File: config.mk
export PLATFORM = sky130hd
export DESIGN_NAME = m5_key_matrix
export DESIGN_NICKNAME = d
export VERILOG_FILES = /design/src/rtl/m5_key_matrix.sv
export SDC_FILE = /design/constraint.sdc
export NUM_CORES = 1
export LEC_CHECK = 0
export CORE_UTILIZATION = 45
export DETAILED_ROUTE_END_ITERATION = 10
export PLACE_DENSITY = 0.69
export SLEW_MARGIN = 15
export SYNTH_ARGS = -nofsm -noshare
export SYNTH_HDL_FRONTEND = slang
export SYNTH_SLANG_ARGS = --single-unit
File: constraint.sdc
create_clock -name clk_i -period 6.9 [get_ports clk_i]
set_input_delay 1.035 -clock clk_i [delete_from_list [all_inputs] [get_ports clk_i]]
set_output_delay 1.035 -clock clk_i [all_outputs]
set_load 0.01 [all_outputs]
File: src/rtl/m5_key_matrix.sv
// rtl/m5_key_matrix.sv - M5 keyboard matrix fed by PS/2 events with minimum-hold deferred release
module m5_key_matrix #(
  parameter logic [15:0] MIN_HOLD   = 16'd10700,
  parameter int          RELQ_DEPTH = 4
) (
  input  logic        clk_i,
  input  logic        reset_n_i,
  input  logic [10:0] ps2_key_i,
  input  logic        clear_i,
  input  logic [2:0]  row_sel_i,
  output logic [7:0]  col_o,
  output logic        reset_key_o,
  output logic        overflow_o
);

  localparam int PW = $clog2(RELQ_DEPTH);
  localparam logic [PW:0] QCAP = (PW + 1)'(RELQ_DEPTH);

  // 8 rows of 8 column bits, one bit per M5 key
  logic [7:0][7:0] matrix;

  // stage 1: latched PS/2 event
  logic       s1_valid;
  logic       s1_pressed;
  logic       s1_ext;
  logic [7:0] s1_code;

  logic [15:0] hold_timer;

  // deferred releases, stored as {row,bit}
  logic [5:0]    relq [RELQ_DEPTH];
  logic [PW-1:0] rd_ptr;
  logic [PW-1:0] wr_ptr;
  logic [PW:0]   q_count;

  logic [6:0] hp;
  logic       map_hit;
  logic       map_reset;
  logic [5:0] map_pos;
  logic       timer_zero;
  logic       q_full;
  logic       ev_press;
  logic       ev_release;
  logic       defer;
  logic       imm_clear;
  logic       force_pop;
  logic       do_pop;
  logic [5:0] pop_pos;
  logic [7:0][7:0] mat_next;

  // PS/2 set-2 scan code -> {hit, row, bit}; octal literal digits read as 1,row,bit
  always_comb begin
    hp = 7'o000;
    case ({s1_ext, s1_code})
      9'h014: hp = 7'o100;  9'h011: hp = 7'o101;  9'h012: hp = 7'o105;  9'h059: hp = 7'o105;
      9'h029: hp = 7'o106;  9'h05A: hp = 7'o107;
      9'h01C: hp = 7'o110;  9'h01B: hp = 7'o111;  9'h023: hp = 7'o112;  9'h02B: hp = 7'o113;
      9'h034: hp = 7'o114;  9'h033: hp = 7'o115;  9'h03B: hp = 7'o116;  9'h042: hp = 7'o117;
      9'h04B: hp = 7'o120;  9'h01A: hp = 7'o121;  9'h022: hp = 7'o122;  9'h021: hp = 7'o123;
      9'h02A: hp = 7'o124;  9'h032: hp = 7'o125;  9'h031: hp = 7'o126;  9'h03A: hp = 7'o127;
      9'h015: hp = 7'o130;  9'h01D: hp = 7'o131;  9'h024: hp = 7'o132;  9'h02D: hp = 7'o133;
      9'h02C: hp = 7'o134;  9'h035: hp = 7'o135;  9'h03C: hp = 7'o136;  9'h043: hp = 7'o137;
      9'h044: hp = 7'o140;  9'h04D: hp = 7'o141;  9'h016: hp = 7'o142;  9'h01E: hp = 7'o143;
      9'h026: hp = 7'o144;  9'h025: hp = 7'o145;  9'h02E: hp = 7'o146;  9'h036: hp = 7'o147;
      9'h03D: hp = 7'o150;  9'h03E: hp = 7'o151;  9'h046: hp = 7'o152;  9'h045: hp = 7'o153;
      9'h04E: hp = 7'o154;  9'h041: hp = 7'o155;  9'h049: hp = 7'o156;  9'h04A: hp = 7'o157;
      9'h04C: hp = 7'o160;  9'h052: hp = 7'o161;  9'h054: hp = 7'o162;  9'h05B: hp = 7'o163;
      9'h055: hp = 7'o164;  9'h05D: hp = 7'o165;  9'h066: hp = 7'o166;  9'h076: hp = 7'o167;
      9'h16B: hp = 7'o170;  9'h175: hp = 7'o171;  9'h172: hp = 7'o172;  9'h174: hp = 7'o173;
      default: hp = 7'o000;
    endcase
  end

  assign map_hit    = hp[6];
  assign map_pos    = hp[5:0];
  assign map_reset  = ({s1_ext, s1_code} == 9'h007);

  assign timer_zero = (hold_timer == 16'd0);
  assign q_full     = (q_count == QCAP);
  assign ev_press   = s1_valid && map_hit && s1_pressed;
  assign ev_release = s1_valid && map_hit && !s1_pressed;
  assign defer      = ev_release && !timer_zero;
  assign imm_clear  = ev_release && timer_zero;
  // a full queue makes room by applying its oldest release now
  assign force_pop  = defer && q_full;
  assign do_pop     = force_pop || (timer_zero && (q_count != '0));
  assign pop_pos    = relq[rd_ptr];

  // next matrix: queued/immediate clears first, so a coincident press wins
  always_comb begin
    mat_next = matrix;
    if (do_pop) mat_next[pop_pos[5:3]][pop_pos[2:0]] = 1'b0;
    if (imm_clear) mat_next[map_pos[5:3]][map_pos[2:0]] = 1'b0;
    if (ev_press) mat_next[map_pos[5:3]][map_pos[2:0]] = 1'b1;
  end

  // event pipeline, hold timer, queue pointers and key state
  always_ff @(posedge clk_i or negedge reset_n_i) begin
    if (!reset_n_i) begin
      matrix      <= '0;
      s1_valid    <= 1'b0;
      s1_pressed  <= 1'b0;
      s1_ext      <= 1'b0;
      s1_code     <= 8'h00;
      hold_timer  <= 16'd0;
      rd_ptr      <= '0;
      wr_ptr      <= '0;
      q_count     <= '0;
      reset_key_o <= 1'b0;
      overflow_o  <= 1'b0;
    end else if (clear_i) begin
      matrix      <= '0;
      s1_valid    <= 1'b0;
      hold_timer  <= 16'd0;
      rd_ptr      <= '0;
      wr_ptr      <= '0;
      q_count     <= '0;
      reset_key_o <= 1'b0;
      overflow_o  <= 1'b0;
    end else begin
      s1_valid <= ps2_key_i[10];
      if (ps2_key_i[10]) begin
        s1_pressed <= ps2_key_i[9];
        s1_ext     <= ps2_key_i[8];
        s1_code    <= ps2_key_i[7:0];
      end
      matrix <= mat_next;
      if (ev_press) hold_timer <= MIN_HOLD;
      else if (!timer_zero) hold_timer <= hold_timer - 16'd1;
      if (do_pop) rd_ptr <= rd_ptr + PW'(1);
      if (defer) wr_ptr <= wr_ptr + PW'(1);
      if (defer && !do_pop) q_count <= q_count + (PW + 1)'(1);
      else if (do_pop && !defer) q_count <= q_count - (PW + 1)'(1);
      if (s1_valid && map_reset) reset_key_o <= s1_pressed;
      overflow_o <= force_pop;
    end
  end

  // queue storage; only written by a deferred release, which needs a valid stage-1 event
  always_ff @(posedge clk_i) begin
    if (defer && !clear_i) relq[wr_ptr] <= map_pos;
  end

  assign col_o = matrix[row_sel_i];

endmodule

==> insert_results.sql <==
INSERT INTO impl_metrics (metric_group, metric, value, unit) VALUES
('route', 'route.antenna.remaining_nets', '0', ''),
('power', 'netSwitchingFraction', '0.341', ''),
('power', 'vdd_ir_drop_max', '184', 'uV'),
('critical_path', 'worst-endpoint-arrival', '4.40', 'ns'),
('power', 'power_density', '271', 'mW/mm^2'),
('critical_path', 'path_delay_family', 'simple AND/OR/NAND/NOR gates', ''),
('clock_network', 'ctsHtreeMaxLevel', '4', ''),
('die', 'core_region_area', '0.0168', 'mm^2'),
('clock_network', 'postCtsSetupBuffers', '0', ''),
('power', 'p_switching', '802', 'uW'),
('status', 'run_status', 'completed', ''),
('clock_network', 'clock_path_buffers', '2', ''),
('route', 'top_layer', 'met4', ''),
('clock_network', 'clkSinkCount', '124', ''),
('critical_path', 'critical_path.slowest_cell', 'dfrtp_1', ''),
('yosys', 'dominantRegCellSynth', 'dfrtp_1', ''),
('run', 'max_cap_violations', '0', ''),
('critical_path', 'crit-reg2reg-launch', 's1_code[1]', ''),
('timing', 'setup-tns-final', '0', 'ns'),
('placement', 'placedInstanceArea', '0.00814', 'mm^2'),
('power', 'share_comb_of_total_power', '0.257', ''),
('critical_path', 'critical_path.n_buffers_inverters', '0', ''),
('final_layout', 'antenna_cells', '0', ''),
('timing', 'timing_hold_violations_final', '0', ''),
('timing', 'rsz_0062_raised_after_global_routing', 'false', ''),
('timing', 'max_clock_freq', '0.229', 'GHz'),
('timing', 'clock_skew', '0.0113', 'ns'),
('timing', 'fin_hold_ws', '0.502', 'ns'),
('die', 'top_level_ports', '27', ''),
('timing', 'period_share', '0.632', ''),
('timing', 'report.final.setup_viol', '0', ''),
('power', 'clock_power_share', '0.364', ''),
('timing', 'period_needed', '4.36', 'ns'),
('route', 'firstDrtPassIters', '6', ''),
('min_path', 'hold_class', 'reg2reg', ''),
('critical_path', 'cell_repeated_most_along_the_worst_path', 'or4_1', ''),
('die', 'placementRows', '47', ''),
('route', 'm1WireLength', '9720', 'um'),
('route', 'met2_wirelength', '10300', 'um'),
('yosys', 'synth_enable_flop_cells', '24', ''),
('placement', 'total_instance_count_after_detailed_placement', '1003', ''),
('yosys', 'synthDistinctLibCells', '78', ''),
('final_layout', 'final_cell_area', '0.00869', 'mm^2'),
('route', 'routed-via-count', '6875', ''),
('die', 'fp.dieW', '134', 'um'),
('clock_network', 'insertion_delay', '0.43', 'ns'),
('timing', 'max_slew.worst_pin.slew', '1.14', 'ns'),
('clock_network', 'cts.root.buffer_cell', 'clkbuf_16', ''),
('min_path', 'hold_path_end', 'matrix[60]', ''),
('critical_path', 'crit_end_category', 'register', ''),
('final_layout', 'mostFrequentLayoutCell', 'dfrtp_1', ''),
('clock_network', 'tritoncts', 'built', ''),
('power', 'seq_power_share', '0.378', ''),
('final_layout', 'final_cell_mix', 'dfrtp_1, nor2_1, nand2_1, o211ai_1, o22ai_1', ''),
('power', 'report.power.total', '2.36', 'mW'),
('final_layout', 'drive_above_1_share', '0.124', ''),
('route', 'initialDrtViolationCount', '734', ''),
('critical_path', 'worstSetupPathType', 'reg2reg', ''),
('yosys', 'syn_avg_cell_area', '9.62', 'um^2'),
('placement', 'dp.final_hpwl', '15800', 'um'),
('die', 'initial_core_util', '0.467', ''),
('timing', 'timing.final.max_slew_violations', '0', ''),
('critical_path', 'reg2reg_slack', '2.54', 'ns'),
('clock_network', 'cts-buffers-inserted', '17', ''),
('clock_network', 'cts.clk_slew.worst_paths', '0.06', 'ns'),
('critical_path', 'worst_path_largest_cell_delay', '0.93', 'ns'),
('route', 'drt-wirelength-per-cell', '22.4', 'um'),
('route', 'routed_via_density', '6.64', ''),
('global_routing', 'antenna_found_initial', '0', ''),
('final_layout', 'finish.net_count', '825', ''),
('critical_path', 'worst_case_reg_to_reg_path_depth', '7', '');
-- layer usage --
layer	track usage	vias to the layer above
met5	0	-
met4	0.124	0
met3	0.0752	61
met2	0.399	410
met1	0.371	3324
li1	-	3080
-- registers in the layout, indices dropped and copies added (netlist names) --
signal	count
hold_timer	16
matrix	64
overflow_o	1
q_count	3
rd_ptr	2
relq	24
reset_key_o	1
s1_code	8
s1_ext	1
s1_pressed	1
s1_valid	1
wr_ptr	2
-- how the worst max path moves through the flow --
stage | start | to | slack (ns) | cells past startpoint
after detailed placement | row_sel_i[0] | col_o[6] | 2.18 | 4
after global routing | s1_code[3] | matrix[0] | 2.30 | 10
after floorplan | row_sel_i[0] | col_o[0] | 3.06 | 4
after global placement | row_sel_i[0] | col_o[0] | 2.22 | 4
after CTS | row_sel_i[0] | col_o[6] | 2.17 | 4
final | s1_code[1] | relq[1][5] | 2.54 | 7
-- synth_stat cells (all sizes together) (8+ instances only) --
master | n | area share
a21oi | 24 | 0.015
buf | 35 | 0.023
clkbuf | 31 | 0.015
dfrtp | 100 | 0.32
edfxtp | 24 | 0.092
inv | 12 | 0.0058
mux2 | 18 | 0.026
mux4 | 22 | 0.063
nand2 | 63 | 0.030
nand2b | 17 | 0.014
nand3 | 22 | 0.014
nand3b | 9 | 0.0086
nor2 | 75 | 0.036
nor2b | 17 | 0.014
nor3 | 35 | 0.024
nor3b | 9 | 0.0093
nor4 | 13 | 0.010
o211ai | 58 | 0.058
o21ai | 31 | 0.020
o22ai | 48 | 0.038
or2 | 8 | 0.0064
or3 | 19 | 0.015
xnor2 | 14 | 0.016
xor2 | 8 | 0.0090
-- power groups by stage --
stage / combinational [mW] / sequential (mW) / clock [mW]
final: 0.606 / 0.891 / 0.858
after global routing: 0.669 / 0.901 / 0.907
after CTS: 0.602 / 0.889 / 0.872
after detailed placement: 0.597 / 0.900 / 0
after global placement: 0.592 / 0.900 / 0
after floorplan: 0.509 / 0.852 / 0
-- cell type report --
cell class | count | area [um^2] | area share
Clock buffer | 18 | 429 | 0.0494
Timing Repair Buffer | 35 | 320 | 0.0369
Sequential cell | 124 | 3220 | 0.371
Inverter | 13 | 48.8 | 0.00561
Multi-Input combinational cell | 611 | 4270 | 0.491
Clock inverter | 14 | 129 | 0.0148
Tap cell | 220 | 275 | 0.0317
-- logic make-up (layout without fill, tap and decap cells) --
| logic type | count (synthesis) | after routing | share of synthesized area |
|---|---|---|---|
| AND/OR/NAND/NOR | 329 | 329 | 0.226 |
| AO/OA/AOI/OAI | 212 | 212 | 0.191 |
| flip-flops | 124 | 124 | 0.412 |
| buffers and inverters | 79 | 80 | 0.0441 |
| multiplexers | 42 | 42 | 0.0918 |
| XOR/XNOR | 22 | 22 | 0.0246 |
| adder cells (fa/ha/maj) | 6 | 6 | 0.0105 |
Power figures use the tool's default switching activity.
